`config.mk`:
```
export PLATFORM = sky130hd
export DESIGN_NAME = lsp_az_combine_flat
export DESIGN_NICKNAME = d
export VERILOG_FILES = /design/src/rtl/lsp_az_combine_pkg.sv /design/src/rtl/lsp_az_combine_if.sv /design/src/rtl/lsp_az_combine_sat.sv /design/src/rtl/lsp_az_combine.sv /design/src/flat_wrapper.sv
export SDC_FILE = /design/constraint.sdc
export NUM_CORES = 1
export LEC_CHECK = 0
export ABC_AREA = 1
export CORE_ASPECT_RATIO = 0.9
export CORE_UTILIZATION = 30
export DETAILED_ROUTE_END_ITERATION = 7
export GPL_TIMING_DRIVEN = 0
export PLACE_DENSITY = 0.57
export SETUP_SLACK_MARGIN = 0.5
export SLEW_MARGIN = 40
export SYNTH_ARGS = -nofsm -noshare
export SYNTH_HDL_FRONTEND = slang
export SYNTH_SLANG_ARGS = --single-unit
```
`constraint.sdc`:
```
create_clock -name clock -period 6.5 [get_ports clock]
set_input_delay 0.65 -clock clock [delete_from_list [all_inputs] [get_ports clock]]
set_output_delay 0.65 -clock clock [all_outputs]
set_load 0.005 [all_outputs]
```
`src/rtl/lsp_az_combine_pkg.sv`:
```
// rtl/lsp_az_combine_pkg.sv - shared constants and state encoding for lsp_az_combine
package lsp_az_combine_pkg;

    localparam int DEF_ADDR_W    = 12;
    localparam int DEF_DATA_W    = 32;
    localparam int DEF_A0_VALUE  = 4096;
    localparam int DEF_RND_SHIFT = 13;

    // Default scratch-memory layout used by Int_LPC for the polynomial and LPC arrays
    localparam logic [11:0] F1_BASE = 12'h100;
    localparam logic [11:0] F2_BASE = 12'h200;
    localparam logic [11:0] A_BASE  = 12'h300;

    typedef enum logic [3:0] {
        S_IDLE,
        S_M_RD_HI,
        S_M_RD_LO,
        S_M_WR,
        S_A0,
        S_C_RD1,
        S_C_RD2,
        S_C_WR1,
        S_C_WR2,
        S_DONE
    } state_t;

endpackage

```
`src/rtl/lsp_az_combine_if.sv`:
```
// rtl/lsp_az_combine_if.sv - scratch-memory port bundle (one read port, one write port)
interface lsp_az_combine_if #(
    parameter int ADDR_W = 12,
    parameter int DATA_W = 32
);
    logic [ADDR_W-1:0] scratch_mem_read_addr;
    logic [DATA_W-1:0] scratch_mem_in;
    logic [ADDR_W-1:0] scratch_mem_write_addr;
    logic [DATA_W-1:0] scratch_mem_out;
    logic              scratch_mem_write_en;

    modport master (
        output scratch_mem_read_addr,
        input  scratch_mem_in,
        output scratch_mem_write_addr,
        output scratch_mem_out,
        output scratch_mem_write_en
    );

    modport slave (
        input  scratch_mem_read_addr,
        output scratch_mem_in,
        input  scratch_mem_write_addr,
        input  scratch_mem_out,
        input  scratch_mem_write_en
    );
endinterface

```
`src/rtl/lsp_az_combine_sat.sv`:
```
// rtl/lsp_az_combine_sat.sv - combinational saturating 32-bit add/sub (L_add / L_sub)
module sat_addsub32 #(
    parameter int W = 32
) (
    input  logic [W-1:0] i_a,
    input  logic [W-1:0] i_b,
    input  logic         i_sub,
    output logic [W-1:0] o_y,
    output logic         o_ovf
);
    logic [W:0] w_a_ext;
    logic [W:0] w_b_ext;
    logic [W:0] w_r;

    // One guard bit: the true result overflowed when the top two bits disagree
    always_comb begin
        w_a_ext = {i_a[W-1], i_a};
        w_b_ext = {i_b[W-1], i_b};
        w_r     = i_sub ? (w_a_ext - w_b_ext) : (w_a_ext + w_b_ext);
        o_ovf   = w_r[W] ^ w_r[W-1];
        if (o_ovf) begin
            o_y = w_r[W] ? {1'b1, {(W-1){1'b0}}} : {1'b0, {(W-1){1'b1}}};
        end else begin
            o_y = w_r[W-1:0];
        end
    end
endmodule

```
`src/rtl/lsp_az_combine.sv`:
```
// rtl/lsp_az_combine.sv - G.729 Lsp_Az back half: merge F1/F2 and combine into a[0..10]
module lsp_az_combine
    import lsp_az_combine_pkg::*;
#(
    parameter int ADDR_W    = DEF_ADDR_W,
    parameter int DATA_W    = DEF_DATA_W,
    parameter int A0_VALUE  = DEF_A0_VALUE,
    parameter int RND_SHIFT = DEF_RND_SHIFT
) (
    input  logic              clock,
    input  logic              reset,
    input  logic              start,
    input  logic [ADDR_W-1:0] f1_addr,
    input  logic [ADDR_W-1:0] f2_addr,
    input  logic [ADDR_W-1:0] a_addr,
    lsp_az_combine_if.master  mem,
    output logic              busy,
    output logic              done,
    output logic              overflow
);
    state_t            r_state;
    state_t            w_next;
    logic [2:0]        r_i;
    logic              r_sel;
    logic [DATA_W-1:0] r_t_hi;
    logic [DATA_W-1:0] r_t_f1;
    logic [DATA_W-1:0] r_t_f2;
    logic              r_ovf;

    logic [ADDR_W-1:0] w_i;
    logic [ADDR_W-1:0] w_f_base;
    logic [DATA_W-1:0] w_mrg_y;
    logic              w_mrg_ovf;
    logic [DATA_W-1:0] w_cmb_b;
    logic [DATA_W-1:0] w_cmb_y;
    logic              w_cmb_ovf;
    logic [15:0]       w_rnd16;
    logic [DATA_W-1:0] w_a_word;
    logic              w_rnd_unused;

    assign w_i      = ADDR_W'(r_i);
    assign w_f_base = r_sel ? f2_addr : f1_addr;
    assign overflow = r_ovf;

    sat_addsub32 #(.W(DATA_W)) u_merge (
        .i_a   (r_t_hi),
        .i_b   (mem.scratch_mem_in),
        .i_sub (r_sel),
        .o_y   (w_mrg_y),
        .o_ovf (w_mrg_ovf)
    );

    // C_WR1 forms f1+f2 straight from the returning read; C_WR2 reuses the latched f2
    assign w_cmb_b = (r_state == S_C_WR2) ? r_t_f2 : mem.scratch_mem_in;

    sat_addsub32 #(.W(DATA_W)) u_combine (
        .i_a   (r_t_f1),
        .i_b   (w_cmb_b),
        .i_sub (r_state == S_C_WR2),
        .o_y   (w_cmb_y),
        .o_ovf (w_cmb_ovf)
    );

    // L_shr_r then extract_l: only 16 bits above the shift point survive
    assign w_rnd16      = w_cmb_y[RND_SHIFT +: 16] + {15'd0, w_cmb_y[RND_SHIFT-1]};
    assign w_a_word     = {{(DATA_W-16){w_rnd16[15]}}, w_rnd16};
    assign w_rnd_unused = ^{w_cmb_y[DATA_W-1:RND_SHIFT+16], w_cmb_y[RND_SHIFT-2:0]};

    always_ff @(posedge clock or negedge reset) begin
        if (!reset) begin
            r_state <= S_IDLE;
        end else begin
            r_state <= w_next;
        end
    end

    always_comb begin
        w_next                     = r_state;
        mem.scratch_mem_read_addr  = '0;
        mem.scratch_mem_write_addr = '0;
        mem.scratch_mem_out        = '0;
        mem.scratch_mem_write_en   = 1'b0;
        busy                       = (r_state != S_IDLE);
        done                       = 1'b0;
        case (r_state)
            S_IDLE: if (start) w_next = S_M_RD_HI;
            S_M_RD_HI: begin
                mem.scratch_mem_read_addr = w_f_base + w_i;
                w_next = S_M_RD_LO;
            end
            S_M_RD_LO: begin
                mem.scratch_mem_read_addr = w_f_base + w_i - ADDR_W'(1);
                w_next = S_M_WR;
            end
            S_M_WR: begin
                mem.scratch_mem_write_addr = w_f_base + w_i;
                mem.scratch_mem_out        = w_mrg_y;
                mem.scratch_mem_write_en   = 1'b1;
                w_next = (r_sel && r_i == 3'd1) ? S_A0 : S_M_RD_HI;
            end
            S_A0: begin
                mem.scratch_mem_write_addr = a_addr;
                mem.scratch_mem_out        = DATA_W'(A0_VALUE);
                mem.scratch_mem_write_en   = 1'b1;
                w_next = S_C_RD1;
            end
            S_C_RD1: begin
                mem.scratch_mem_read_addr = f1_addr + w_i;
                w_next = S_C_RD2;
            end
            S_C_RD2: begin
                mem.scratch_mem_read_addr = f2_addr + w_i;
                w_next = S_C_WR1;
            end
            S_C_WR1: begin
                mem.scratch_mem_write_addr = a_addr + w_i;
                mem.scratch_mem_out        = w_a_word;
                mem.scratch_mem_write_en   = 1'b1;
                w_next = S_C_WR2;
            end
            S_C_WR2: begin
                mem.scratch_mem_write_addr = a_addr + ADDR_W'(4'd11 - {1'b0, r_i});
                mem.scratch_mem_out        = w_a_word;
                mem.scratch_mem_write_en   = 1'b1;
                w_next = (r_i == 3'd5) ? S_DONE : S_C_RD1;
            end
            S_DONE: begin
                done   = 1'b1;
                w_next = S_IDLE;
            end
            default: w_next = S_IDLE;
        endcase
    end

    always_ff @(posedge clock or negedge reset) begin
        if (!reset) begin
            r_i    <= '0;
            r_sel  <= 1'b0;
            r_t_hi <= '0;
            r_t_f1 <= '0;
            r_t_f2 <= '0;
            r_ovf  <= 1'b0;
        end else begin
            case (r_state)
                S_IDLE: if (start) begin
                    r_ovf <= 1'b0;
                    r_i   <= 3'd5;
                    r_sel <= 1'b0;
                end
                S_M_RD_LO: r_t_hi <= mem.scratch_mem_in;
                S_M_WR: begin
                    if (w_mrg_ovf) r_ovf <= 1'b1;
                    r_sel <= ~r_sel;
                    if (r_sel) r_i <= r_i - 3'd1;
                end
                S_A0:    r_i    <= 3'd1;
                S_C_RD2: r_t_f1 <= mem.scratch_mem_in;
                S_C_WR1: begin
                    r_t_f2 <= mem.scratch_mem_in;
                    if (w_cmb_ovf) r_ovf <= 1'b1;
                end
                S_C_WR2: begin
                    if (w_cmb_ovf) r_ovf <= 1'b1;
                    if (r_i != 3'd5) r_i <= r_i + 3'd1;
                end
                default: ;
            endcase
        end
    end
endmodule
```
`src/flat_wrapper.sv`:
```
// flat-port wrapper written by rule: the top's interface ports become plain ports
module lsp_az_combine_flat import lsp_az_combine_pkg::*;
#(
    parameter int ADDR_W    = DEF_ADDR_W,
    parameter int DATA_W    = DEF_DATA_W,
    parameter int A0_VALUE  = DEF_A0_VALUE,
    parameter int RND_SHIFT = DEF_RND_SHIFT
)
  (clock, reset, start, f1_addr, f2_addr, a_addr, busy, done, overflow, mem_scratch_mem_read_addr, mem_scratch_mem_in, mem_scratch_mem_write_addr, mem_scratch_mem_out, mem_scratch_mem_write_en);
  lsp_az_combine_if #(.ADDR_W(ADDR_W), .DATA_W(DATA_W)) mem_i ();
  input  logic clock;
  input  logic reset;
  input  logic start;
  input  logic [ADDR_W-1:0] f1_addr;
  input  logic [ADDR_W-1:0] f2_addr;
  input  logic [ADDR_W-1:0] a_addr;
  output logic busy;
  output logic done;
  output logic overflow;
  output wire logic [$bits(mem_i.scratch_mem_read_addr)-1:0] mem_scratch_mem_read_addr;
  input wire logic [$bits(mem_i.scratch_mem_in)-1:0] mem_scratch_mem_in;
  output wire logic [$bits(mem_i.scratch_mem_write_addr)-1:0] mem_scratch_mem_write_addr;
  output wire logic [$bits(mem_i.scratch_mem_out)-1:0] mem_scratch_mem_out;
  output wire logic [$bits(mem_i.scratch_mem_write_en)-1:0] mem_scratch_mem_write_en;
  assign mem_scratch_mem_read_addr = mem_i.scratch_mem_read_addr;
  assign mem_i.scratch_mem_in = mem_scratch_mem_in;
  assign mem_scratch_mem_write_addr = mem_i.scratch_mem_write_addr;
  assign mem_scratch_mem_out = mem_i.scratch_mem_out;
  assign mem_scratch_mem_write_en = mem_i.scratch_mem_write_en;
  lsp_az_combine #(.ADDR_W(ADDR_W), .DATA_W(DATA_W), .A0_VALUE(A0_VALUE), .RND_SHIFT(RND_SHIFT)) u_core (.clock(clock), .reset(reset), .start(start), .f1_addr(f1_addr), .f2_addr(f2_addr), .a_addr(a_addr), .mem(mem_i), .busy(busy), .done(done), .overflow(overflow));
endmodule
```
* Word level (Yosys, flattened, before mapping)
Index checks and enable logic that the tools add are counted.
Word-level totals: flip-flop bits (word level) 105, bits in latches 0, bits in writable memories 0, ROM bits 0, output and inout port bits 60, memories kept 0
Operators by class: add/sub/neg operators 14, multipliers 0, divide/modulo/power cells 0, order comparisons 0, equal/unequal tests 17, shift operators 0, muxes and demuxes 26, bitwise gates (word level) 3, reductions and logical operators 11
Operators with widths (count):
- $mux W32 | 3
- $pmux W12 S4 | 2
- $pmux W32 S3 | 1
- $add A32 B32 Y33 | 2
- $mux W33 | 2
- $sub A32 B32 Y33 | 2
- $mux W29 | 2
- $add A12 B3 Y12 | 4
- $pmux W4 S9 | 1
- $add A16 B1 Y16 | 1
- $eq A4 B3 Y1 const B | 4
- $add A12 B12 Y12 | 1
- $mux W12 | 1
- $mux W3 | 4
- $pmux W3 S4 | 1
- $sub A12 B1 Y12 const B | 1
- $eq A4 B2 Y1 const B | 2
- $eq A4 B4 Y1 const B | 2
- $mux W4 | 2
- $reduce_and A4 Y1 | 2
- $reduce_bool A4 Y1 | 2
- $ne A2 B1 Y1 const B | 3
- $mux W1 | 5
- $sub A4 B3 Y5 const A | 1
- 18 further kinds | 20

* Depth between registers and ports, before layout
Gate-level depths: netlist (run 1).
depth after elaboration 8, depth in mapped cells 47

* Modules after synthesis
A second synthesis (run 1) with hierarchy kept.
Second synthesis, totals: cell total of the unflattened synthesis 2319, area total of the unflattened synthesis 13701.9 um2
Modules (own cells, without submodules):
- lsp_az_combine | instances 1, cells each 1014, area an instance 7048.0 um2, seq. area each 2627.5 um2
- sat_addsub32 at u_core.u_merge | instances 1, cells each 653, area an instance 3378.2 um2, seq. area each 0.0 um2
- sat_addsub32 at u_core.u_combine | instances 1, cells each 652, area an instance 3275.6 um2, seq. area each 0.0 um2

* Worst setup path before layout (run 1)
OpenSTA, ideal clock, no wires.
kind register -> output, start point register u_core.r_state[0], end point output mem_scratch_mem_out[21], data arrival time 5170 ps, required time 5850 ps, path slack 680 ps, stages on the path, launching flop included 39, path through dfrtp_1 nor2_2 buf_2 nand3_1 nand2_1 nand4_1 nor2_1 inv_1 nor2_1 nand3b_1 or2_2 nor2_1 nand2_1 nor4_1 o21ai_0 a31oi_1 ha_1 a21oi_1 [... 3 more ...] nor3_1 nand3_1 nand2_1 nand3b_4 buf_6 buf_2 nand2_1 inv_1 ha_1 nand2_2 nor2_4 nand2_4 nor2_8 nand3_1 nand2_2 nand3_4 buf_8 nand2_2
Between the ends: longest elaborated chain between the ends 8, elaborated cells on any way between the ends 14
Ends and longest elaborated chain:
- start: declaration | RTL line lsp_az_combine.sv:21 | state_t r_state;
- start signal: assignment | RTL line lsp_az_combine.sv:73 | r_state <= w_next;
- $eq A4 B4 Y1 | RTL line lsp_az_combine.sv:54, lsp_az_combine.sv:59, lsp_az_combine.sv:85
- $mux W32 | RTL line lsp_az_combine.sv:54 | assign w_cmb_b = (r_state == S_C_WR2) ? r_t_f2 : mem.scratch_mem_in;
- $add A32 B32 Y33 / $sub A32 B32 Y33 (equally long branches) | RTL line lsp_az_combine_sat.sv:19 | w_r = i_sub ? (w_a_ext - w_b_ext) : (w_a_ext + w_b_ext);
- $mux W33 | RTL line lsp_az_combine_sat.sv:19
- $mux W29 / $xor A1 B1 Y1 (equally long branches) | RTL line lsp_az_combine_sat.sv:22, lsp_az_combine_sat.sv:20
- $mux W29 | RTL line lsp_az_combine_sat.sv:21 | if (o_ovf) begin
- $add A16 B1 Y16 | RTL line lsp_az_combine.sv:65 | assign w_rnd16 = w_cmb_y[RND_SHIFT +: 16] + {15'd0, w_cmb_y[RND_SHIFT-1]};
- $pmux W32 S3 (*) | RTL line lsp_az_combine.sv:85 | case (r_state)
- end: declaration | RTL line flat_wrapper.sv:23 | output wire logic [$bits(mem_i.scratch_mem_out)-1:0] mem_scratch_mem_out;
Every way passes the cells marked *; elsewhere a longest branch is shown, timed or not.

* Final worst setup path (run 1)
start point input mem_scratch_mem_in[8], end point output mem_scratch_mem_out[8]
Between the ends: longest elaborated chain between the ends 7, elaborated cells on any way between the ends 15
Ends and longest elaborated chain:
- start: declaration | RTL line flat_wrapper.sv:21 | input wire logic [$bits(mem_i.scratch_mem_in)-1:0] mem_scratch_mem_in;
- $mux W32 | RTL line lsp_az_combine.sv:54
- $add A32 B32 Y33 / $sub A32 B32 Y33 (equally long branches) | RTL line lsp_az_combine_sat.sv:19
- $mux W33 | RTL line lsp_az_combine_sat.sv:19
- $mux W29 / $xor A1 B1 Y1 (equally long branches) | RTL line lsp_az_combine_sat.sv:22, lsp_az_combine_sat.sv:20
- $mux W29 | RTL line lsp_az_combine_sat.sv:21
- $add A16 B1 Y16 | RTL line lsp_az_combine.sv:65
- $pmux W32 S3 (*) | RTL line lsp_az_combine.sv:85
Marked as above.

==> impl_metrics.json, run 1 <==
{
  "vias": 13592,
  "r2r-start": "u_core.r_state[1]",
  "clock_path_buffers": 2,
  "max_stage_delay_ns": 0.56,
  "syn_nets": 2042,
  "clock_power_share_pct": 6.0,
  "crit_slowest_cell": "clkdlybuf4s50_1",
  "cp_data_required_time_ns": 5.85,
  "run_status": "complete, but fails checks",
  "wl_per_cell_um": 17.7,
  "crit_arrival_ns": 6.17,
  "yosysTopAreaCell": "dfrtp_1",
  "post-place-ws_ns": -1.77,
  "intPower_mw": 4.17,
  "timing.slew.headroom_pct": 41.9,
  "cts_max_level": 3,
  "synth_area_um2": 11900,
  "hold_viol_final": 0,
  "synth_top_area_share_pct": 22.1,
  "worst_hold_slack_ns": 0.168,
  "root_buffer": "clkbuf_16",
  "crit_path_end_kind": "primary output",
  "yosysWarnings": 0,
  "ios": 131,
  "seqPwrFrac_pct": 13.2,
  "fillers": 4169,
  "fin_nets": 2259,
  "hp-class": "in2async",
  "start_util_pct": 30.8,
  "grt_pass1_vias": 12883,
  "synth_seq_cells": 105,
  "clk-insertion-delay-late_ns": 0.37,
  "violations": "negative setup slack",
  "crit_path_frequent_cell": "nor2_4",
  "routed_wl_um": 46700,
  "p_leak_nw": 7.63,
  "grt_max_degree": 56,
  "p_total_mw": 9.24,
  "power_density_nw_per_um2": 594,
  "synthArstFlopShare_pct": 100,
  "finClkSkew_ns": 0.00978,
  "maxCapViolations": 0,
  "place_congestion": 0.946,
  "portBuffers": 129,
  "fp.dieArea_um2": 40500,
  "grt_first_pass_wirelength_um": 72300,
  "tightest_slew_ns": 0.872,
  "drv_slew": 0,
  "yosys_most_used_dff": "dfrtp_1",
  "endpoint": "mem_scratch_mem_out[8]",
  "antenna_found_initial": 1,
  "netlist_instances": 1886,
  "area_growth_pct": 30.6,
  "drive_gt1_share_pct": 17.4,
  "dieHeight_um": 191,
  "r2r_slack_ns": 1.47,
  "worst-path-max-fanout": 5,
  "cts.clk_slew.worst_paths_ns": 0.08,
  "syn_avg_cell_area_um2": 6.31,
  "ff2ff_path_depth": 31,
  "grt_overflow": 0,
  "peakVddDrop_mv": 0.257,
  "power_switching_mw": 5.07,
  "synthTopCellsByArea": "dfrtp_1, nand2_1, o21ai_0",
  "ant_nets": 0,
  "die_w_um": 212,
  "fin_util_pct": 40.2,
  "synth.yosys.seq_area_share_pct": 22.1,
  "rows": 68,
  "critPathKind": "in2out",
  "worstSetupStartpointType": "input port",
  "n_antenna_cell": 0,
  "core_area_um2": 38700,
  "via_per_inst": 5.16,
  "netSwitchingFraction_pct": 54.9,
  "p_comb_share_pct": 80.8,
  "cts_buffers": 9,
  "synth_cell_types": 61,
  "drc_errors": 0,
  "fin_crit_ns": 6.82,
  "grt_use_total_pct": 23.0,
  "worstReg2RegEnd": "u_core.overflow",
  "dp_hpwl_um": 37200,
  "drtPass1Iterations": 6,
  "rsz0062_at_grt": "yes",
  "cts_tree": "built",
  "fmax_mhz": 147,
  "cts_sinks": 105,
  "worst_slack_ns": -0.318,
  "fin_crit_sh_pct": 105,
  "synth_edf_count": 0,
  "startpoint": "mem_scratch_mem_in[8]",
  "first_iter_violations": 1216,
  "setup_viol": 28
}
==> cells in the mapped netlist, types with 4 or more instances <==
master    count
o21a_1        8
a211oi_1      4
dfrtp_1     105
or2_2        13
nor3_1       29
nand2_2      23
inv_1       249
inv_2         4
o211ai_1     13
nand4_1      21
a21oi_1     123
nand2_1     469
o21ai_2      11
a31oi_1      14
o21bai_1      5
nor2_1      155
ha_1         81
fa_1          4
buf_1         5
nor4_1        7
clkbuf_1     38
o21ai_0     238
a21o_1        8
xnor2_1      24
buf_6         8
o21ai_1      12
nor2_2        6
o221ai_1     11
nand3_1      92
xor2_1       58
==> worst min path at each step <==
| stage | start | endpoint | slack, ns | depth (start not counted) |
|---|---|---|---|---|
| global route | reset | u_core.r_t_hi[29] | 0.19 | 1 |
| global placement | u_core.r_t_f2[7] | u_core.r_t_f2[7] | 0.46 | 2 |
| CTS | reset | u_core.r_t_hi[28] | 0.18 | 1 |
| floorplan | reset | u_core.overflow | 0.35 | 0 |
| detailed placement | u_core.r_t_f2[7] | u_core.r_t_f2[7] | 0.47 | 2 |
| finish | reset | u_core.r_t_hi[28] | 0.17 | 1 |
==> cell type report <==
| type | instances | area (um^2) | area share [%] |
|---|---|---|---|
| multi-input cells | 1472 | 8720 | 56.1 |
| flip-flops and latches | 105 | 2630 | 16.9 |
| repair buffers | 205 | 1890 | 12.2 |
| inverters | 254 | 973 | 6.26 |
| well taps | 525 | 657 | 4.23 |
| plain buffers | 56 | 390 | 2.51 |
| clock buffers | 11 | 243 | 1.56 |
| clock inverters | 5 | 40.0 | 0.258 |
==> cell families after synthesis <==
group	share of synthesized area [%]
and+or+nand+nor	30.0
AOI/OAI and AO/OA	22.1
adders and majority gates	9.18
DFF	22.1
muxes	0.179
buffers and inverters	10.4
xor gates and xnor gates	6.03
==> power by group through the flow <==
stage                     registers (mW)  clock network, mW  logic, mW
after global placement              1.21                  0       6.55
after detailed placement            1.22                  0       6.59
final                               1.22              0.558       7.46
after CTS                           1.21              0.571       6.98
after global routing                1.26              0.595       8.24
after floorplan                     1.16                  0       4.26
==> per-stage QoR <==
step / setup TNS, ns / cells / instance area (um^2)
after floorplan: 0 / 1886 / 11900
after global placement: -49.86 / 2540 / 13900
after detailed placement: -50.27 / 2541 / 13900
after CTS: -9.62 / 2609 / 14900
after global routing: -14.84 / 2633 / 15500
final: -5.78 / 2633 / 15500
==> layer usage <==
layer,up-vias,global-route usage (%),wire length (um)
met1,6452,32.0,21800
li1,6677,-,-
met5,-,0,0
met2,416,37.7,21500
met3,47,3.30,2760
met4,0,4.60,651
==> placed cells by master (no fill, tap or decap), types with 11 or more instances in the layout <==
| cell | instances |
|---|---|
| clkbuf_1 | 23 |
| nand3_1 | 82 |
| buf_2 | 23 |
| buf_6 | 31 |
| o211ai_1 | 13 |
| dfrtp_1 | 103 |
| nor2_4 | 12 |
| a21oi_2 | 12 |
| o21ai_2 | 18 |
| nand2_2 | 38 |
| clkdlybuf4s50_1 | 88 |
| inv_2 | 24 |
| xor2_1 | 58 |
| nor3_1 | 20 |
| o21ai_1 | 21 |
| nand2_4 | 15 |
| nand4_1 | 21 |
| o21ai_0 | 218 |
| a21oi_1 | 110 |
| nor2_2 | 19 |
| inv_1 | 224 |
| o221ai_1 | 11 |
| nor2_1 | 133 |
| ha_1 | 74 |
| nand2_1 | 442 |
| buf_4 | 58 |
| a31oi_1 | 13 |
| or2_2 | 12 |
| xnor2_1 | 23 |
==> repair_timing <==
item,CTS,global route
gates cloned,2,0
setup buffers,50,24
endpoints found under the setup margin,48,40
pin swaps,60,66
hold buffers,0,0
gates resized for setup,273,143
==> flip-flops by register name, indices dropped and copies added, names as in the netlist <==
name,flops
u_core.r_sel,1
u_core.r_t_f1,32
u_core.r_i,3
u_core.r_t_hi,32
u_core.r_t_f2,32
u_core.overflow,1
u_core.r_state,4
==> worst max-delay path, delay by kind of cell <==
family          cells  cell delay, ns
simple gates       22            2.74
buf+inv             9            1.61
fa+ha+maj           3            0.69
compound gates      4            0.46
Power figures use the tool's default switching activity.
==> run 2: changes to the inputs <==
--- a/config.mk
+++ b/config.mk
@@ -12,7 +12,7 @@
 export GPL_TIMING_DRIVEN = 0
 export PLACE_DENSITY = 0.57
 export SETUP_SLACK_MARGIN = 0.5
-export SLEW_MARGIN = 40
+export SLEW_MARGIN = 20
 export SYNTH_ARGS = -nofsm -noshare
 export SYNTH_HDL_FRONTEND = slang
 export SYNTH_SLANG_ARGS = --single-unit
==> run 2 against run 1 <==
Against the previous run:
- the flow still finishes with violations (negative setup slack)
- sequential power is essentially flat
- sequential cell count is the same
- clock power grew 7.9%
- hold slack gained 0.036 ns
==> impl_metrics.json, run 2 (synthesized netlist as in run 1, its figures left out) <==
{
  "run_status": "complete, but fails checks",
  "violations": "negative setup slack",
  "path_buf_inv": 9,
  "cts_max_level": 3,
  "setup_viol": 29,
  "crit_path_frequent_cell": "nand2_2",
  "peakVddDrop_mv": 0.305,
  "fin_util_pct": 39.7,
  "grt_max_degree": 56,
  "final_common_cell": "nand2_1",
  "worst_hold_slack_ns": 0.204,
  "fin_crit_ns": 6.77,
  "drc_errors": 0,
  "instances_no_fill": 2629,
  "drive_gt1_share_pct": 16.5,
  "p_leak_nw": 7.57,
  "root_buffer": "clkbuf_16",
  "first_iter_violations": 1056,
  "tightest_slew_ns": 0.931,
  "cts_sinks": 105,
  "finClkSkew_ns": 0.00973,
  "via_per_inst": 5.14,
  "fp.dieArea_um2": 40500,
  "place_congestion": 0.946,
  "power_density_nw_per_um2": 593,
  "drtPass1Iterations": 5,
  "clock_path_buffers": 2,
  "final_cell_mix": "nand2_1, inv_1, o21ai_0, nor2_1, a21oi_1",
  "fmax_mhz": 148,
  "ant_nets": 0,
  "wl_per_cell_um": 17.7,
  "crit_path_end_kind": "primary output",
  "cts.clk_slew.worst_paths_ns": 0.08,
  "reg_top3": "u_core.r_t_f1 x32, u_core.r_t_f2 x32, u_core.r_t_hi x32",
  "timing.slew.headroom_pct": 37.7,
  "cp_data_required_time_ns": 5.85,
  "crit_slowest_cell": "clkdlybuf4s50_1",
  "fin_nets": 2255,
  "hold_viol_final": 0,
  "grt_overflow": 0,
  "grt_pass1_vias": 12862,
  "critPathKind": "in2out",
  "grt_use_total_pct": 22.9,
  "drv_slew": 0,
  "portBuffers": 129,
  "grt_first_pass_wirelength_um": 72000,
  "antenna_found_initial": 1,
  "maxCapViolations": 0,
  "cts_buffers": 9,
  "dp_hpwl_um": 37300,
  "fin_crit_sh_pct": 104,
  "die_w_um": 212,
  "rsz0062_at_grt": "yes",
  "start_util_pct": 30.8,
  "ios": 131,
  "worst_slack_ns": -0.274,
  "crit_arrival_ns": 6.12,
  "routed_wl_um": 46500,
  "dieHeight_um": 191,
  "vias": 13520,
  "hp-class": "in2async",
  "critPathTopFamily": "simple AND/OR/NAND/NOR gates",
  "area_growth_pct": 29.2,
  "core_area_um2": 38700,
  "clk-insertion-delay-late_ns": 0.38,
  "worst-path-max-fanout": 6,
  "rows": 68,
  "n_antenna_cell": 0,
  "max_stage_delay_ns": 0.55,
  "dp_cells": 2541,
  "cts_tree": "built",
  "worstSetupStartpointType": "input port"
}
run 2: changes by cell type in the layout (fill, tap and decap cells not counted), sizes merged:
cell / change
buf: -4
bufinv: +1
clkbuf: +1
clkdlybuf4s50: +1
clkinv: -3
dlygate4sd2: -1
dlymetal6s2s: -1
inv: +2
run 2: final timing paths:
| check | startpoint | end | slack (ns) | cells after the start |
|---|---|---|---|---|
| hold / removal | reset | u_core.r_t_hi[28] | 0.20 | 1 |
| max in group asynchronous | reset | u_core.r_t_f2[5] | 5.60 | 2 |
| setup / recovery | mem_scratch_mem_in[6] | mem_scratch_mem_out[27] | -0.27 | 40 |
| min in group clock | u_core.r_t_f2[7] | u_core.r_t_f2[7] | 0.48 | 2 |
| setup reg to reg | u_core.r_state[2] | u_core.overflow | 1.54 | 30 |
| hold reg to reg | u_core.r_t_f2[7] | u_core.r_t_f2[7] | 0.48 | 2 |
run 2: through the flow:
stage                     worst slack [ns]  TNS (ns)  total power, mW  cell area, um^2
final                               -0.274     -4.77             9.13            15400
after global routing                -0.550    -12.55             9.97            15400
after CTS                           -0.481     -9.85             8.73            14800
after detailed placement             -1.77    -50.16             7.81            13900
after global placement               -1.76    -49.86             7.76            13900
after floorplan                      0.680         0             5.42            11900
run 2: what timing repair did:
item	in CTS	in global routing
hold buffers	0	0
endpoints found under the setup margin	46	40
cloned	2	0
pin swaps	54	63
resized for setup	253	136
setup buffers	42	28
run 2: area by class of cell:
cell class / count / area [um^2]
Multi-Input combinational cell: 1472 / 8610
Inverter: 254 / 971
Timing Repair Buffer: 201 / 1820
Clock buffer: 11 / 243
Clock inverter: 5 / 61.3
Tap cell: 525 / 657
Fill cell: 4150 / 23300
Sequential cell: 105 / 2630
Buffer: 56 / 395
run 2: power by group:
group | total [mW] | switching, mW | internal [mW]
Clock | 0.602 | 0.288 | 0.313
Sequential | 1.22 | 0.231 | 0.989
Combinational | 7.31 | 4.48 | 2.83
run 2: layer usage:
metal | wire length, um | track usage (%)
met3 | 2580 | 3.29
met4 | 773 | 4.26
met1 | 22200 | 32.2
met2 | 21000 | 37.3
met5 | 0 | 0
==> run 3: changes to the inputs <==
==> constraint.sdc (replaced) <==
create_clock -name clock -period 8.6 [get_ports clock]
set_input_delay 0.86 -clock clock [delete_from_list [all_inputs] [get_ports clock]]
set_output_delay 0.86 -clock clock [all_outputs]
set_load 0.005 [all_outputs]
==> run 3 against run 2 <==
Against the previous run:
- the flow now finishes without violations
- non-clock buffer count fell by 54
- via count down 2.3%
- critical path depth decreased by 2
- design area decreased by 5.3%
- worst setup slack better by 1.1 ns
- sequential power shrank 25%
- die area did not move
- largest power group unchanged
==> impl_metrics.json, run 3 (synthesized netlist as in run 1, its figures left out) <==
{
  "run_status": "finished clean",
  "grt_first_pass_wirelength_um": 70100,
  "worst-path-max-fanout": 10,
  "grt_use_met2_pct": 36.0,
  "via_per_inst": 5.13,
  "start_util_pct": 30.8,
  "grt-busiest-layer": "met2",
  "netSwitchingFraction_pct": 54.3,
  "dpl_cell_area_um2": 13900,
  "fin_nets": 2200,
  "fmax_mhz": 129,
  "maxCapViolations": 0,
  "antenna_found_initial": 1,
  "crit_path_end_kind": "primary output",
  "drv_slew": 0,
  "intPower_mw": 2.98,
  "cts_buffers": 9,
  "grt_overflow": 0,
  "fp.dieArea_um2": 40500,
  "crit_cells": 38,
  "cts_max_level": 3,
  "path_buf_inv": 8,
  "wl_per_cell_um": 17.4,
  "grt_util_met1_pct": 31.7,
  "vias": 13212,
  "fin_area_um2": 14600,
  "critPathKind": "in2out",
  "p_comb_share_pct": 79.0,
  "reg_top3": "u_core.r_t_f1 x32, u_core.r_t_f2 x32, u_core.r_t_hi x32",
  "cts_sinks": 105,
  "fillers": 4221,
  "finClkSkew_ns": 0.00634,
  "worstSetupStartpointType": "input port",
  "cts_tree": "built",
  "met3_usage_pct": 2.92,
  "r2r_slack_ns": 3.17,
  "timing.slew.headroom_pct": 35.1,
  "ff2ff_path_depth": 24,
  "dieHeight_um": 191,
  "dp_hpwl_um": 37300,
  "hold_viol_final": 0,
  "crit_path_frequent_cell": "nand2_1",
  "ios": 131,
  "final_cell_mix": "nand2_1, inv_1, o21ai_0, nor2_1, a21oi_1",
  "endpoint": "mem_scratch_mem_out[30]",
  "worstReg2RegEnd": "u_core.overflow",
  "first_iter_violations": 940,
  "hold_buffers": 0,
  "seq_area_um2": 2630,
  "root_buffer": "clkbuf_16",
  "power_density_nw_per_um2": 448,
  "clock_power_share_pct": 6.9,
  "multi_input_area_um2": 8210,
  "drc_errors": 0,
  "die_w_um": 212,
  "drtPass1Iterations": 5,
  "tightest_slew_ns": 0.973,
  "critPathTopFamily": "simple AND/OR/NAND/NOR gates",
  "fin_util_pct": 37.6,
  "rsz0062_at_grt": "no",
  "clk-insertion-delay-late_ns": 0.37,
  "startpoint": "mem_scratch_mem_in[8]",
  "core_area_um2": 38700,
  "crit_arrival_ns": 6.91,
  "cp_data_required_time_ns": 7.74,
  "place_congestion": 0.946,
  "grt_pass1_vias": 12441,
  "crit_slowest_cell": "clkdlybuf4s50_1",
  "ant_nets": 0,
  "seqPwrFrac_pct": 14.1,
  "n_antenna_cell": 0,
  "routed_wl_um": 44900,
  "max_stage_delay_ns": 0.52,
  "grt_max_degree": 56,
  "p_leak_nw": 7.17,
  "fin_crit_ns": 7.77,
  "cts.clk_slew.worst_paths_ns": 0.08,
  "portBuffers": 129,
  "rows": 68,
  "drive_gt1_share_pct": 8.59,
  "area_growth_pct": 22.3,
  "setup_viol": 0,
  "clock_path_buffers": 2,
  "r2r-start": "u_core.r_sel",
  "peakVddDrop_mv": 0.247,
  "grt_use_total_pct": 22.3,
  "fin_crit_sh_pct": 90.4,
  "final_common_cell": "nand2_1",
  "power_switching_mw": 3.54,
  "hp-class": "in2async"
}
run 3: changes by cell type in the layout (fill, tap and decap cells not counted), sizes merged:
cell           delta
buf              -86
dlygate4sd2       -3
clkinvlp          -1
clkdlybuf4s15     -1
clkbuf            +1
nand3             -1
dlymetal6s2s      +7
clkdlybuf4s50    +28
inv               +1
run 3: timing repair:
| action | 4_1_cts | 5_1_grt |
|---|---|---|
| gates resized for setup | 16 | 81 |
| setup buffers | 1 | 16 |
| setup endpoints to repair | 32 | 32 |
| pin swaps | 1 | 18 |
run 3: power groups by stage:
stage	Combinational [mW]	Clock, mW	Sequential [mW]
after global routing	5.75	0.481	0.950
final	5.16	0.450	0.918
after floorplan	3.22	0	0.874
after CTS	5.04	0.462	0.913
after detailed placement	4.98	0	0.920
after global placement	4.95	0	0.915
run 3: how the worst min path moves through the flow:
stage / slack (ns) / to / cells after the start / from
after CTS: 0.44 / u_core.r_t_hi[28] / 1 / reset
final: 0.42 / u_core.r_t_hi[28] / 1 / reset
after global placement: 0.46 / u_core.r_t_f2[7] / 2 / u_core.r_t_f2[7]
after global routing: 0.46 / u_core.r_t_hi[29] / 1 / reset
after detailed placement: 0.47 / u_core.r_t_f2[7] / 2 / u_core.r_t_f2[7]
after floorplan: 0.44 / u_core.r_t_f2[7] / 2 / u_core.r_t_f2[7]
run 3: per-layer routing:
layer	share of wire [%]	routed length [um]
met3	5.4	2430
met4	1.7	765
met1	48	21800
met2	44	19900
met5	0	0
run 3: per-stage QoR:
stage          total power, mW  setup WS [ns]  instances  hold slack, ns  TNS (ns)
2_1_floorplan             4.10           2.39       1886           0.444         0
3_3_place_gp              5.86        -0.0846       2540           0.462    -0.275
3_5_place_dp              5.90        -0.0876       2541           0.469    -0.292
4_1_cts                   6.41          0.489       2558           0.441         0
5_1_grt                   7.18          0.470       2574           0.455         0
6_report                  6.52          0.826       2574           0.420         0
run 3: final cells by class:
type | instances | share of cell area (%)
plain buffers | 56 | 2.27
clock buffers | 11 | 1.67
well taps | 525 | 4.51
inverters | 254 | 6.61
multi-input cells | 1471 | 56.4
repair buffers | 147 | 10.1
flip-flops and latches | 105 | 18.0
clock inverters | 5 | 0.421
==> edit (flow settings as in run 2) <==
Put a register stage on the output `done`, with the module's reset. The value now appears one clock later. The other outputs are not delayed to match.
--- a/src/rtl/lsp_az_combine.sv
+++ b/src/rtl/lsp_az_combine.sv
@@ -19,4 +19,6 @@
     output logic              overflow
 );
+
+    logic done_d;
     state_t            r_state;
     state_t            w_next;
@@ -82,5 +84,5 @@
         mem.scratch_mem_write_en   = 1'b0;
         busy                       = (r_state != S_IDLE);
-        done                       = 1'b0;
+        done_d                     = 1'b0;
         case (r_state)
             S_IDLE: if (start) w_next = S_M_RD_HI;
@@ -126,5 +128,5 @@
             end
             S_DONE: begin
-                done   = 1'b1;
+                done_d = 1'b1;
                 w_next = S_IDLE;
             end
@@ -168,3 +170,11 @@
         end
     end
+    always_ff @(posedge clock or negedge reset) begin
+        if (!reset) begin
+            done <= '0;
+        end else begin
+            done <= done_d;
+        end
+    end
+
 endmodule
Function: same outputs for any inputs over 10 cycles, from zero or initial values and one cycle with reset low; that may be too few to reach the edited logic, so the function may still have changed.
==> edit against run 2 <==
  * The flow still finishes with violations (negative setup slack)
  * Sequential cell count is 1 higher
  * Area after synthesis is essentially flat
  * Clock power shrank 7.8%
  * Worst setup slack better by 0.021 ns
  * Via count up 1.4%
  * Critical path type is now register to output pin
  * First-iteration DRC count is 12% higher
  * Clock skew is 0.0025 ns lower
  * Routed wire length rose by 2.3%
  * Power increased by 8.8%
  * Final area rose by 4.1%
  * Critical path depth increased by 2
==> edit: results (changes against run 2) <==
status complete, but fails checks; failing checks negative setup slack; wl on met1 22800 um (+2.9%); Non-clock buffer share 0.158 (+0.0143); Static Leakage 0.00775 uW (+2.3%); mux cell area share after synthesis 0.00168 (-0.000106); worst setup margin -0.253 ns (+0.0209 ns); synth cell count leaders nand2_1 (469), inv_1 (256), o21ai_0 (240), nor2_1 (160), a21oi_1 (133); Detailed Place HPWL 37700 um (+1.1%); Initial DRC Count 1180 (+12%); Worst IR Drop VDD 0.000325 V (+6.7%); # placed instances 2559 (+0.71%); first-pass GRT wire length 72900 um (+1.2%); invs w/o clock 264 (+3.9%); P_clk 555 uW (-7.8%); CTS sink count 106 (+0.95%); xor/xnor share of the synthesized area 0.0640 (+0.00365); Logic power comb 8140 uW (+11%); Least-Margin Pin Slew 1.04 ns (+0.105 ns); Post-Synth Adder-Cell Area 0.0918 (about the same); Buffers on Ports 130 (+0.78%); vias in the first global route 13000 (+1.1%); slowest CP cell dfrtp_1; Yosys cell types 54 (-11%); clock network area share 0.0180 (-0.00172); crit path DAT 6.10 ns (-0.02 ns); CP Max Fanout 8 (+2); P_sw 5520 uW (+10%); setup tns final -4.29 ns (+0.481 ns); Global Route Usage Sum 0.233 (+0.00345); antenna violations before repair 0 (-1); via/cell ratio 5.09 (-1.0%); syn nets 2059 (+0.83%); GR Util met1 0.334 (+0.0116); clk_skew 0.00726 ns (-0.00247 ns); Synth area leaders dfrtp_1 (22%), nand2_1 (15%), o21ai_0 (10%); compound-gate portion of the synthesized area 0.219 (-0.00219); final setup vio count 26 (-10%); post-placement setup slack -1.68 ns (+0.0862 ns); Logic pwr share 0.819 (+0.019); NumNets Final 2320 (+2.9%); met3 WL post-DR 2910 um (+13%)
==> edit: changes by cell type in the layout (fill, tap and decap cells not counted), moves of 7 or more <==
cell           change
dlygate4sd2_1      +8
nand3_1            +7
inv_1             +10
nor2_4             +7
a21oi_2            +7
buf_6              +7
nand2_1           -19
nand2_2           +14
o21ai_0            -8
buf_4             +33
==> edit: worst paths after layout <==
check / endpoint / from / cells past startpoint / slack, ns
max in group asynchronous: u_core.r_t_f1[24] / reset / 2 / 5.59
max: mem_scratch_mem_out[15] / u_core.r_state[0] / 42 / -0.25
min: u_core.r_t_hi[5] / reset / 1 / 0.22
min reg2reg: u_core.r_t_f2[18] / u_core.r_t_f2[18] / 2 / 0.48
max reg2reg: u_core.overflow / u_core.r_state[0] / 32 / 1.52
min in group clock: u_core.r_t_f2[18] / u_core.r_t_f2[18] / 2 / 0.48
==> edit: stage by stage <==
| stage | util | area [um^2] |
|---|---|---|
| after global routing | 0.414 | 16000 |
| after CTS | 0.399 | 15400 |
| after detailed placement | 0.359 | 13900 |
| final | 0.414 | 16000 |
| after global placement | 0.358 | 13900 |
| after floorplan | - | 11900 |
==> edit: critical path: cells and delay by family, from the launching register on <==
kind | cells | cell delay, ns
buf+inv | 18 | 2.12
simple gates | 15 | 1.84
compound gates | 7 | 0.95
flops | 1 | 0.43
fa+ha+maj | 1 | 0.23
xor+xnor | 1 | 0.14
==> edit: timing repair <==
| item | in CTS | in global routing |
|---|---|---|
| setup endpoints to repair | 35 | 36 |
| cloned | 1 | 0 |
| gates resized for setup | 333 | 102 |
| hold buffers | 0 | 0 |
| pin swaps | 75 | 73 |
| setup buffers | 90 | 28 |
==> edit: logic make-up after synthesis <==
family,Yosys count
xor+xnor,87
fa+ha+maj,85
compound gates,474
simple gates,834
flops,106
mux,2
buf+inv,315
